<file path="src/rtl/mem_scanout_fetcher.sv">
// Frame-buffer scan-out fetcher: reads one frame of packed pixel words from RAM
// port B starting at a latched base address, holds them in a credit-limited
// prefetch FIFO, and unpacks them into pixels (lane 0 = LSBs) on pix_req demand.
//
// Consumer handshake: pix_req is a one-cycle demand strobe with no back-pressure.
// The pixel answering a pix_req sampled at edge N is presented at edge N+1 with
// pix_valid=1. If the FIFO is empty mid-frame, pix_valid stays 0 and underflow
// sets (sticky until the next frame_start). Once the frame is exhausted,
// pix_req is ignored.
module mem_scanout_fetcher #(
  parameter int ADDR_W     = 16,
  parameter int DATA_W     = 32,
  parameter int PIX_W      = 8,
  parameter int H_RES      = 320,
  parameter int V_RES      = 240,
  parameter int FIFO_DEPTH = 8,
  parameter int RD_LATENCY = 1
) (
  input  logic              clk,
  input  logic              reset,
  input  logic              enable,
  input  logic              frame_start,
  input  logic [ADDR_W-1:0] frame_base,
  output logic [ADDR_W-1:0] mem_addr,
  output logic              mem_rd,
  input  logic [DATA_W-1:0] mem_rdata,
  input  logic              pix_req,
  output logic [PIX_W-1:0]  pix_data,
  output logic              pix_valid,
  output logic              underflow,
  output logic              busy,
  output logic [1:0]        fsm_state
);

  localparam int PPW         = DATA_W / PIX_W;
  localparam int FRAME_PIX   = H_RES * V_RES;
  localparam int FRAME_WORDS = (FRAME_PIX + PPW - 1) / PPW;
  localparam int WI_W        = $clog2(FRAME_WORDS + 1);
  localparam int PC_W        = $clog2(FRAME_PIX + 1);
  localparam int LANE_W      = (PPW > 1) ? $clog2(PPW) : 1;
  localparam int PTR_W       = $clog2(FIFO_DEPTH);
  localparam int CNT_W       = $clog2(FIFO_DEPTH + 1);

  typedef enum logic [1:0] {
    IDLE  = 2'd0,
    FETCH = 2'd1,
    DONE  = 2'd2
  } state_t;

  state_t                  state;
  logic [ADDR_W-1:0]       base_q;
  logic [WI_W-1:0]         word_idx;
  logic [RD_LATENCY-1:0]   vld;
  logic [DATA_W-1:0]       fifo_mem [FIFO_DEPTH];
  logic [PTR_W-1:0]        wr_ptr;
  logic [PTR_W-1:0]        rd_ptr;
  logic [CNT_W-1:0]        fifo_count;
  logic [LANE_W-1:0]       lane;
  logic [PC_W-1:0]         pix_cnt;

  logic [3:0]              inflight;
  logic [15:0]             credit_used;
  logic                    can_issue;
  logic                    push;
  logic                    pop;
  logic                    frame_left;
  logic                    serve;
  logic                    starve;
  logic                    last_pix;
  logic [DATA_W-1:0]       shifted;
  logic [PIX_W-1:0]        head_pix;

  assign busy      = (state != IDLE);
  assign fsm_state = state;

  // Credit accounting: reads on the bus plus reads in the return pipe plus buffered words.
  always_comb begin
    inflight = 4'(mem_rd);
    for (int i = 0; i < RD_LATENCY; i++) begin
      inflight = inflight + 4'(vld[i]);
    end
    credit_used = 16'(fifo_count) + 16'(inflight);
    can_issue   = enable && (credit_used < 16'(FIFO_DEPTH));
  end

  // Consumer-side decisions and lane selection from the FIFO head word.
  always_comb begin
    push       = vld[RD_LATENCY-1] && !frame_start;
    frame_left = (pix_cnt != PC_W'(FRAME_PIX));
    last_pix   = (pix_cnt == PC_W'(FRAME_PIX - 1));
    serve      = pix_req && !frame_start && (state != IDLE) && frame_left && (fifo_count != '0);
    starve     = pix_req && !frame_start && (state != IDLE) && frame_left && (fifo_count == '0);
    pop        = serve && ((lane == LANE_W'(PPW - 1)) || last_pix);
    shifted    = fifo_mem[rd_ptr] >> (int'(lane) * PIX_W);
    head_pix   = shifted[PIX_W-1:0];
  end

  // Fetch FSM: issues credit-limited reads for one frame, restarted by frame_start.
  always_ff @(posedge clk or negedge reset) begin
    if (!reset) begin
      state    <= IDLE;
      base_q   <= '0;
      word_idx <= '0;
      mem_rd   <= 1'b0;
      mem_addr <= '0;
    end else if (frame_start) begin
      base_q   <= frame_base;
      word_idx <= '0;
      mem_rd   <= 1'b0;
      state    <= enable ? FETCH : IDLE;
    end else begin
      case (state)
        FETCH: begin
          if (can_issue) begin
            mem_rd   <= 1'b1;
            mem_addr <= base_q + ADDR_W'(word_idx);
            word_idx <= word_idx + 1'b1;
            if (word_idx == WI_W'(FRAME_WORDS - 1)) state <= DONE;
          end else begin
            mem_rd <= 1'b0;
          end
        end
        default: mem_rd <= 1'b0;
      endcase
    end
  end

  // Return-valid pipeline; frame_start kills every read still in flight.
  always_ff @(posedge clk or negedge reset) begin
    if (!reset) begin
      vld <= '0;
    end else if (frame_start) begin
      vld <= '0;
    end else begin
      vld[0] <= mem_rd;
      for (int i = 1; i < RD_LATENCY; i++) vld[i] <= vld[i-1];
    end
  end

  // FIFO storage: data only, emptiness is tracked by the pointers and count.
  always_ff @(posedge clk) begin
    if (push) fifo_mem[wr_ptr] <= mem_rdata;
  end

  // FIFO bookkeeping and registered pixel output path.
  always_ff @(posedge clk or negedge reset) begin
    if (!reset) begin
      wr_ptr     <= '0;
      rd_ptr     <= '0;
      fifo_count <= '0;
      lane       <= '0;
      pix_cnt    <= '0;
      pix_data   <= '0;
      pix_valid  <= 1'b0;
      underflow  <= 1'b0;
    end else if (frame_start) begin
      wr_ptr     <= '0;
      rd_ptr     <= '0;
      fifo_count <= '0;
      lane       <= '0;
      pix_cnt    <= '0;
      pix_valid  <= 1'b0;
      underflow  <= 1'b0;
    end else begin
      if (push) wr_ptr <= wr_ptr + 1'b1;
      if (pop)  rd_ptr <= rd_ptr + 1'b1;
      fifo_count <= fifo_count + CNT_W'(push) - CNT_W'(pop);
      pix_valid  <= serve;
      if (serve) begin
        pix_data <= head_pix;
        pix_cnt  <= pix_cnt + 1'b1;
        lane     <= pop ? '0 : lane + 1'b1;
      end else if (starve) begin
        pix_data  <= '0;
        underflow <= 1'b1;
      end
    end
  end

endmodule
</file>
<file path="config.mk">
export PLATFORM = sky130hd
export DESIGN_NAME = mem_scanout_fetcher
export DESIGN_NICKNAME = d
export VERILOG_FILES = /design/src/rtl/mem_scanout_fetcher.sv
export SDC_FILE = /design/constraint.sdc
export NUM_CORES = 1
export LEC_CHECK = 0
export BUFFER_PORTS_ARGS = -buffer_cell sky130_fd_sc_hd__buf_4
export CAP_MARGIN = 5
export CELL_PAD_IN_SITES_DETAIL_PLACEMENT = 0
export CELL_PAD_IN_SITES_GLOBAL_PLACEMENT = 2
export CORE_MARGIN = 3
export CORE_UTILIZATION = 49
export CTS_BUF_LIST = sky130_fd_sc_hd__clkbuf_16
export DETAILED_ROUTE_END_ITERATION = 10
export GPL_TIMING_DRIVEN = 1
export MAX_ROUTING_LAYER = met4
export PLACE_DENSITY = 0.91
export SLEW_MARGIN = 10
export SYNTH_ARGS = -nofsm -noshare
export SYNTH_HDL_FRONTEND = slang
export SYNTH_SLANG_ARGS = --single-unit
export TNS_END_PERCENT = 10
</file>
<file path="constraint.sdc">
create_clock -name clk -period 9.05 [get_ports clk]
set_input_delay 1.3575 -clock clk [delete_from_list [all_inputs] [get_ports clk]]
set_output_delay 1.3575 -clock clk [all_outputs]
set_load 0.03 [all_outputs]
</file>
; ---- After elaboration in Yosys (flattened, before gate mapping)
; Memory sizes are Yosys's and may differ from the RTL's.
; Index checks and enable logic that the tools add are counted.
[totals]
ff_bits = 90
latch_bits = 0
mem_bits_rw = 256
rom_bits = 0
in_bits = 53
output_inout_bits = 30
wordCells = 90
memories = 1
[classes]
addsub = 10
mul = 0
n_div = 0
magnitude_cmp = 1
n_eq_ne = 6
n_shift = 1
mux = 30
bitwise = 1
reduce_logical = 26
[mem_list]
columns = name, words, width, rd, rd_clocked_by_memory_dff, wr, line_no
row1 = fifo_mem, 8, 32, 1, 0, 1, 54  ; logic [DATA_W-1:0] fifo_mem [FIFO_DEPTH];
[op_table]
columns = operator, n
row1 = 15-bit 2-to-1 mux, 3
row2 = 17-bit 2-to-1 mux, 2
row3 = 32-bit by 5-bit right shift with 8-bit output, 1
row4 = 2-bit nonzero test, 9
row5 = 17-bit by 1-bit adder with 17-bit output (second input constant), 1
row6 = 17-bit equality test (second input constant), 1
row7 = 17-bit != test (second input constant), 1
row8 = 16-bit by 15-bit adder with 16-bit output, 1
row9 = 8-bit 2-to-1 mux, 2
row10 = 15-bit by 1-bit adder with 15-bit output (second input constant), 1
row11 = 15-bit equality test (second input constant), 1
row12 = 2-bit 2-to-1 mux, 7
row13 = 3-bit 2-to-1 mux, 4
row14 = 1-bit 2-to-1 mux, 11
row15 = 1-bit logical AND, 8
row16 = 3-bit by 1-bit adder with 3-bit output (second input constant), 2
row17 = 2-bit AND reduction, 3
row18 = 3-bit AND reduction, 2
row19 = 4-bit by 2-bit adder with 5-bit output, 1
row20 = 5-bit by 4-bit less-than comparator with 1-bit output (second input constant), 1
row21 = 4-bit by 1-bit adder with 4-bit output, 1
row22 = 4-bit zero test, 1
row23 = 4-bit 2-to-1 mux, 1
row24 = 4-bit nonzero test, 1
row25 = 9 further kinds, 9

; ---- Logic depth before layout (Yosys ltp)
; Gate-level depths: netlist of run 1.
[logic_depth]
depth_word = 9
ltp_mapped = 14

; ---- Worst setup path before layout of run 1
; OpenSTA, ideal clock, no wires.
[synth_timing]
path_type = input port to flip-flop
start = input frame_start
end = memory fifo_mem[0][0], enable pin
setup_ps = 461
t_arrival_ps = 4255
path_slack_ps = 4334
stages = 5
path_buffers = 1
path_cell_list = clkbuf_1 -> inv_1 -> nand2_1 -> or2_2 -> nor3_1
[synth_via]
elab_chain_cells = 4
[synth_rtl]
columns = element, line_no
row1 = start: declaration, 22  ; input logic frame_start,
row2 = 1-bit zero test, 88  ; push = vld[RD_LATENCY-1] && !frame_start;
row3 = 1-bit logical AND, 88
row4 = 1-bit 2-to-1 mux, 142  ; if (push) fifo_mem[wr_ptr] <= mem_rdata;
row5 = 1-bit 2-to-1 mux (implied by the code), 142
row6 = end: declaration, 54
; Every way passes these cells.

; ---- Final worst setup path of run 1
[layout_timing]
start = input frame_start
end = register fifo_count[2]
[layout_via]
elab_chain_cells = 8
word_cells_on_any_way = 10
[layout_rtl]
columns = element, line_no
row1 = branches (longest 7 deep; another with 4-bit by 1-bit adder with 4-bit output), -
row2 = 4-bit 2-to-1 mux (*), 156  ; end else if (frame_start) begin
row3 = end signal: assignment, 167  ; fifo_count <= fifo_count + CNT_W'(push) - CNT_W'(pop);
row4 = end: declaration, 57  ; logic [CNT_W-1:0] fifo_count;
; Mark *: on every way between the ends.
; A chain may end at the register's enable or synchronous reset.

==> results of run 1 <==
worst min-delay path, stage by stage, from the launching register on:
cell     delay (ns)
dfrtp_1        0.34
nand2_1        0.05
o21ai_0        0.06
final timing paths:
check,startpoint,endpoint,slack [ns]
min,mem_addr[8]$_DFFE_PN0P_,mem_addr[8]$_DFFE_PN0P_,0.48
max reg2reg,pix_cnt[3]$_DFFE_PN0P_,fifo_count[2]$_DFF_PN0_,5.92
max in group asynchronous,reset,rd_ptr[0]$_DFFE_PN0P_,7.05
min in group asynchronous,reset,base_q[7]$_DFFE_PN0P_,0.79
max,frame_start,fifo_count[2]$_DFF_PN0_,5.70
min reg2reg,mem_addr[8]$_DFFE_PN0P_,mem_addr[8]$_DFFE_PN0P_,0.48
routing by layer:
layer	global-route usage, %	up-vias
met1	26.4	3883
met2	29.7	235
met3	3.17	30
met5	-	-
met4	4.25	0
li1	-	3514
logic make-up (layout without fill, tap and decap cells):
logic type | after synthesis | in the layout | share of synthesized area, %
DFF | 346 | 346 | 68.7
adders and majority gates | 31 | 31 | 2.78
and+or+nand+nor | 193 | 193 | 6.66
AOI/OAI and AO/OA | 82 | 82 | 3.92
buffers and inverters | 57 | 183 | 1.72
muxes | 99 | 99 | 13.9
xor gates and xnor gates | 39 | 39 | 2.36
where the power goes:
part | total, mW | switching (mW) | internal (mW)
Clock | 1.49 | 0.622 | 0.872
Sequential | 1.76 | 0.0198 | 1.74
Combinational | 0.194 | 0.118 | 0.0761
registers in the layout, summed over array words and instances, names as in the netlist, 2 cells and up:
register and flops:
base_q 16, fifo_count 4, fifo_mem 256, fsm_state 2
lane 2, mem_addr 16, pix_cnt 17, pix_data 8
rd_ptr 3, word_idx 15, wr_ptr 3
layout by cell type (no fill, tap or decap), types with 7 or more instances in the layout:
cell type	netlist	routed
clkinv_2	0	8
mux2_2	16	16
o21ai_0	18	18
mux4_2	80	80
buf_4	1	92
a221o_1	9	9
dfrtp_1	90	88
clkbuf_16	0	37
nand4_1	7	7
inv_1	21	28
nor2_1	59	53
edfxtp_1	256	256
ha_1	29	29
a21oi_1	19	19
xnor2_1	25	25
nand3_1	24	24
nand2_1	39	39
nor3_1	15	13
xor2_1	14	14
nor2b_1	13	13
layout make-up:
type | instances | area share, %
tap | 384 | 2.86
multi-input combinational | 444 | 25.9
clock buffer | 37 | 5.52
inverter | 23 | 0.515
clock inverter | 31 | 1.78
sequential | 346 | 59.3
timing repair buffer | 92 | 4.12
==> impl_metrics.json, run 1 <==
{
  "outcome": "completed",
  "syn_avg_cell_area_um2": 17.1,
  "dr.pass1.iters": 4,
  "worst-r2r-cell-count": 11,
  "cts_buffer_depth": 3,
  "hold_viol": 0,
  "fin_util_pct": 58.0,
  "syn2layout_area_growth_pct": 15.9,
  "synth-seq-cells": 346,
  "synth-async-reset-ratio_pct": 26.0,
  "fin_skew_ns": 0.0176,
  "yosysTopAreaCellShare_pct": 53.1,
  "coreArea_mm2": 0.0289,
  "route.met3.wl_um": 1580,
  "num_vias": 7662,
  "hp-class": "flop to flop",
  "critPathRequiredTime_ns": 9.42,
  "stdcell_count": 1357,
  "cp.arrival_ns": 3.73,
  "clk_transition_reported_paths_ns": 0.05,
  "post-place-ws_ns": 5.12,
  "diodes": 0,
  "p_leak_nw": 5.96,
  "gr-usage-all-layers_pct": 18.9,
  "maxCapViolCount": 0,
  "crit_path_cell_trace": "buf_4 -> nor4b_1 -> o21ai_1 -> buf_4 -> nor2_1 -> ha_1 -> inv_1 -> ha_1 -> fa_1 -> xnor2_1 -> nor2_1",
  "fmax_mhz": 298,
  "grt_pass1_wl_um": 44900,
  "cts_tree": "built",
  "nets": 1028,
  "detail_route.wl_per_cell_um": 20.7,
  "cp_top_family": "adder cells",
  "synthesis.area_mm2": 0.0145,
  "drive_above_1_share_pct": 26.9,
  "post-cts-setup-buffers": 0,
  "dieArea_mm2": 0.0316,
  "wl_met2_um": 13800,
  "grt_max_degree": 67,
  "place_inst": 1289,
  "multiInputGateArea_mm2": 0.00435,
  "netlist_top_cells_count": "edfxtp_1 (256), dfrtp_1 (90), mux4_2 (80)",
  "dp_hpwl_um": 16500,
  "holdPathStages": 2,
  "critPathSlowestCell": "buf_4",
  "ys_top_cells_by_area": "edfxtp_1 (53%), dfrtp_1 (16%), mux4_2 (12%)",
  "endpoint_kind": "flop",
  "finalSetupTns_ns": 0,
  "whs_ns": 0.481,
  "pin_count": 83,
  "ys.flop_type": "edfxtp_1",
  "fin_crit_sh_pct": 37.1,
  "slew_viol_final": 0,
  "numCtsBuffers": 37,
  "synth_warnings": 0,
  "gp_congestion": 0.755,
  "syn_inst": 847,
  "relSlewSlack_pct": 23.1,
  "crit_fanout": 66,
  "worst_pin_slew_ns": 1.15,
  "drt_wl_total_um": 28100,
  "setup_ws_ns": 5.70,
  "met1_length_um": 12300,
  "seq_area_frac_synth_pct": 68.7,
  "drcViolationCount": 0,
  "htree_levels": 2,
  "critPathKind": "primary input to flop",
  "sequential_cell_area_mm2": 0.00994,
  "finalCriticalPeriod_ns": 3.35,
  "synth_area_leader_cell": "edfxtp_1",
  "ctsHoldBuffers": 0,
  "rsz0062_at_grt": "no",
  "dieHeight_um": 178,
  "power_density_mw_per_mm2": 205,
  "total_power_mw": 3.45,
  "cts.sinks": 346,
  "fp-row-count": 62,
  "synth.most_common_cell": "edfxtp_1",
  "synth_edf_count": 256,
  "dpl_cell_area_mm2": 0.0155,
  "drtIter0Drc": 558,
  "synth_nets": 931,
  "fin_area_mm2": 0.0168,
  "final_antenna_net_count": 0,
  "highest_layer": "met4",
  "io_buffers": 82,
  "grt_overflow_total": 0,
  "antenna_found_initial": 0,
  "crit_cells": 11,
  "cts-root-buf": "clkbuf_16",
  "routed_via_density": 5.65,
  "start_util_pct": 50.0,
  "cp-start-kind": "primary input",
  "grt_pass1_vias": 8057,
  "ctsResizeCount": 0,
  "clk_latency_ns": 0.54,
  "setup_viol": 0,
  "synth.distinct_cells": 58,
  "peakVddDrop_mv": 0.163,
  "slowest_delay_ns": 0.57,
  "cp_num_buf_inv": 3,
  "dieWidth_um": 178,
  "fillers": 2188
}
No activity file was read; power rests on OpenSTA's default activity.
==> inputs of run 2 (changes only) <==
--- a/config.mk
+++ b/config.mk
@@ -10,12 +10,12 @@
 export CELL_PAD_IN_SITES_DETAIL_PLACEMENT = 0
 export CELL_PAD_IN_SITES_GLOBAL_PLACEMENT = 2
 export CORE_MARGIN = 3
-export CORE_UTILIZATION = 49
+export CORE_UTILIZATION = 41
 export CTS_BUF_LIST = sky130_fd_sc_hd__clkbuf_16
 export DETAILED_ROUTE_END_ITERATION = 10
 export GPL_TIMING_DRIVEN = 1
 export MAX_ROUTING_LAYER = met4
-export PLACE_DENSITY = 0.91
+export PLACE_DENSITY = 0.82
 export SLEW_MARGIN = 10
 export SYNTH_ARGS = -nofsm -noshare
 export SYNTH_HDL_FRONTEND = slang
==> constraint.sdc (replaced) <==
create_clock -name clk -period 3 [get_ports clk]
set_input_delay 0.45 -clock clk [delete_from_list [all_inputs] [get_ports clk]]
set_output_delay 0.45 -clock clk [all_outputs]
set_load 0.03 [all_outputs]
==> run 2 against run 1 <==
  * Clock skew is 0.0017 ns lower
  * Global-route usage fell by 2.2 points
  * Critical path depth down 1
  * Count of clock-buffer cells in the layout up 2
  * Clock power rose to 2.8 times the previous value
  * Critical endpoint unchanged
  * Highest routed layer unchanged
==> impl_metrics.json, run 2 (same netlist as run 1, synthesis figures left out) <==
{
  "outcome": "completed",
  "top_register": "fifo_mem",
  "setup_viol": 0,
  "grt_pass1_wl_um": 47900,
  "worst_pin_slew_ns": 0.702,
  "dieArea_mm2": 0.0376,
  "gr-usage-all-layers_pct": 16.7,
  "fmax_mhz": 360,
  "clk_latency_ns": 0.54,
  "detail_route.wl_per_cell_um": 20.7,
  "dieHeight_um": 194,
  "final_cell_mix": "edfxtp_1 (256), buf_4 (103), dfrtp_1 (88)",
  "critPathKind": "flop to flop",
  "power_density_mw_per_mm2": 592,
  "p_leak_nw": 6.05,
  "peakVddDrop_mv": 0.549,
  "hold_viol": 0,
  "dr.pass1.iters": 4,
  "hp-class": "primary input to flop",
  "drt_wl_total_um": 29900,
  "antenna_found_initial": 0,
  "drtIter0Drc": 487,
  "dpl_cell_area_mm2": 0.0159,
  "start_util_pct": 41.8,
  "largest_reg_flops": 256,
  "r2r-start": "pix_cnt[2]$_DFFE_PN0P_",
  "maxCapViolCount": 0,
  "finalCriticalPeriod_ns": 2.78,
  "holdPathEnd": "fifo_mem[3][9]$_DFFE_PP_",
  "fillers": 2879,
  "num_vias": 7709,
  "post-place-ws_ns": 0.214,
  "drive_above_1_share_pct": 27.6,
  "crit_fanout": 4,
  "ctsResizeCount": 0,
  "cts-root-buf": "clkbuf_16",
  "cts_buffer_depth": 3,
  "rsz0062_at_grt": "no",
  "grt_overflow_total": 0,
  "slew_viol_final": 0,
  "ctsHoldBuffers": 1,
  "diodes": 0,
  "mostFrequentLayoutCell": "edfxtp_1",
  "fin_area_mm2": 0.0170,
  "io_buffers": 82,
  "numCtsBuffers": 38,
  "routed_via_density": 5.33,
  "largest_registers": "fifo_mem x256, pix_cnt x17",
  "holdPathStages": 1,
  "finalSetupTns_ns": 0,
  "coreArea_mm2": 0.0346,
  "total_power_mw": 10.1,
  "worst-r2r-cell-count": 10,
  "worstHoldStart": "mem_rdata[9]",
  "drcViolationCount": 0,
  "fin_crit_sh_pct": 92.7,
  "cp-start-kind": "flop",
  "setup_ws_ns": 0.218,
  "pin_count": 83,
  "fp-row-count": 68,
  "grt_pass1_vias": 8199,
  "grt_max_degree": 50,
  "syn2layout_area_growth_pct": 17.7,
  "cts.sinks": 346,
  "endpoint_kind": "flop",
  "cts_tree": "built",
  "reg2reg_to": "fifo_count[2]$_DFF_PN0_",
  "dp_hpwl_um": 18300,
  "clk_transition_reported_paths_ns": 0.06,
  "fin_skew_ns": 0.0159,
  "cp.arrival_ns": 3.19,
  "htree_levels": 2,
  "reg2reg_setup_slack_ns": 0.22,
  "final_antenna_net_count": 0,
  "gp_congestion": 0.781,
  "post-cts-setup-buffers": 0,
  "relSlewSlack_pct": 53.1,
  "dieWidth_um": 194,
  "critPathRequiredTime_ns": 3.41,
  "nets": 1050
}
## run 2: layout make-up
class	count	area, um2	area share, %
flip-flops and latches	346	9940	58.4
multi-input cells	444	4350	25.6
clock buffers	39	976	5.73
repair buffers	113	963	5.66
well taps	455	569	3.34
clock inverters	26	139	0.815
inverters	23	86.3	0.507
## run 2: stage by stage
step	hold WS, ns	utilization, %	instances
6_report	0.141	49.2	1446
5_1_grt	0.131	49.2	1446
4_1_cts	0.110	49.2	1446
3_5_place_dp	0.478	45.9	1380
3_3_place_gp	0.466	45.9	1380
2_1_floorplan	0.154	-	847
## run 2: worst max path at each step
stage	end	slack (ns)	start	cells past startpoint
floorplan	fifo_mem[1][0]$_DFFE_PP_	-0.58	frame_start	4
finish	fifo_count[2]$_DFF_PN0_	0.22	pix_cnt[2]$_DFFE_PN0P_	10
global route	fifo_count[2]$_DFF_PN0_	0.07	pix_cnt[2]$_DFFE_PN0P_	10
detailed placement	fifo_count[2]$_DFF_PN0_	0.21	pix_cnt[2]$_DFFE_PN0P_	10
global placement	fifo_count[2]$_DFF_PN0_	0.25	pix_cnt[2]$_DFFE_PN0P_	10
CTS	fifo_count[2]$_DFF_PN0_	0.20	pix_cnt[2]$_DFFE_PN0P_	10
## run 2: worst max-delay path, cell delays in order, from the launching register on
cell and delay [ns]:
dfrtp_1 0.41, or4_1 0.52, or3_1 0.35, o21ai_1 0.19, nor2_1 0.09, ha_1 0.28, inv_1 0.04, ha_1 0.19
fa_1 0.38, xnor2_1 0.16, nor2_1 0.05
## run 2: where the power goes
group	total (mW)	switching [mW]	leakage (nW)	internal, mW
combinational	0.600	0.362	1.98	0.237
sequential	5.30	0.0585	3.49	5.24
clock	4.18	1.82	0.587	2.36
## run 2: per-layer routing
metal	track usage, %	vias up	wire length, um
met3	3.49	54	1510
li1	-	3556	-
met2	26.6	178	14500
met5	-	-	0
met4	5.29	0	779
met1	22.0	3921	13200
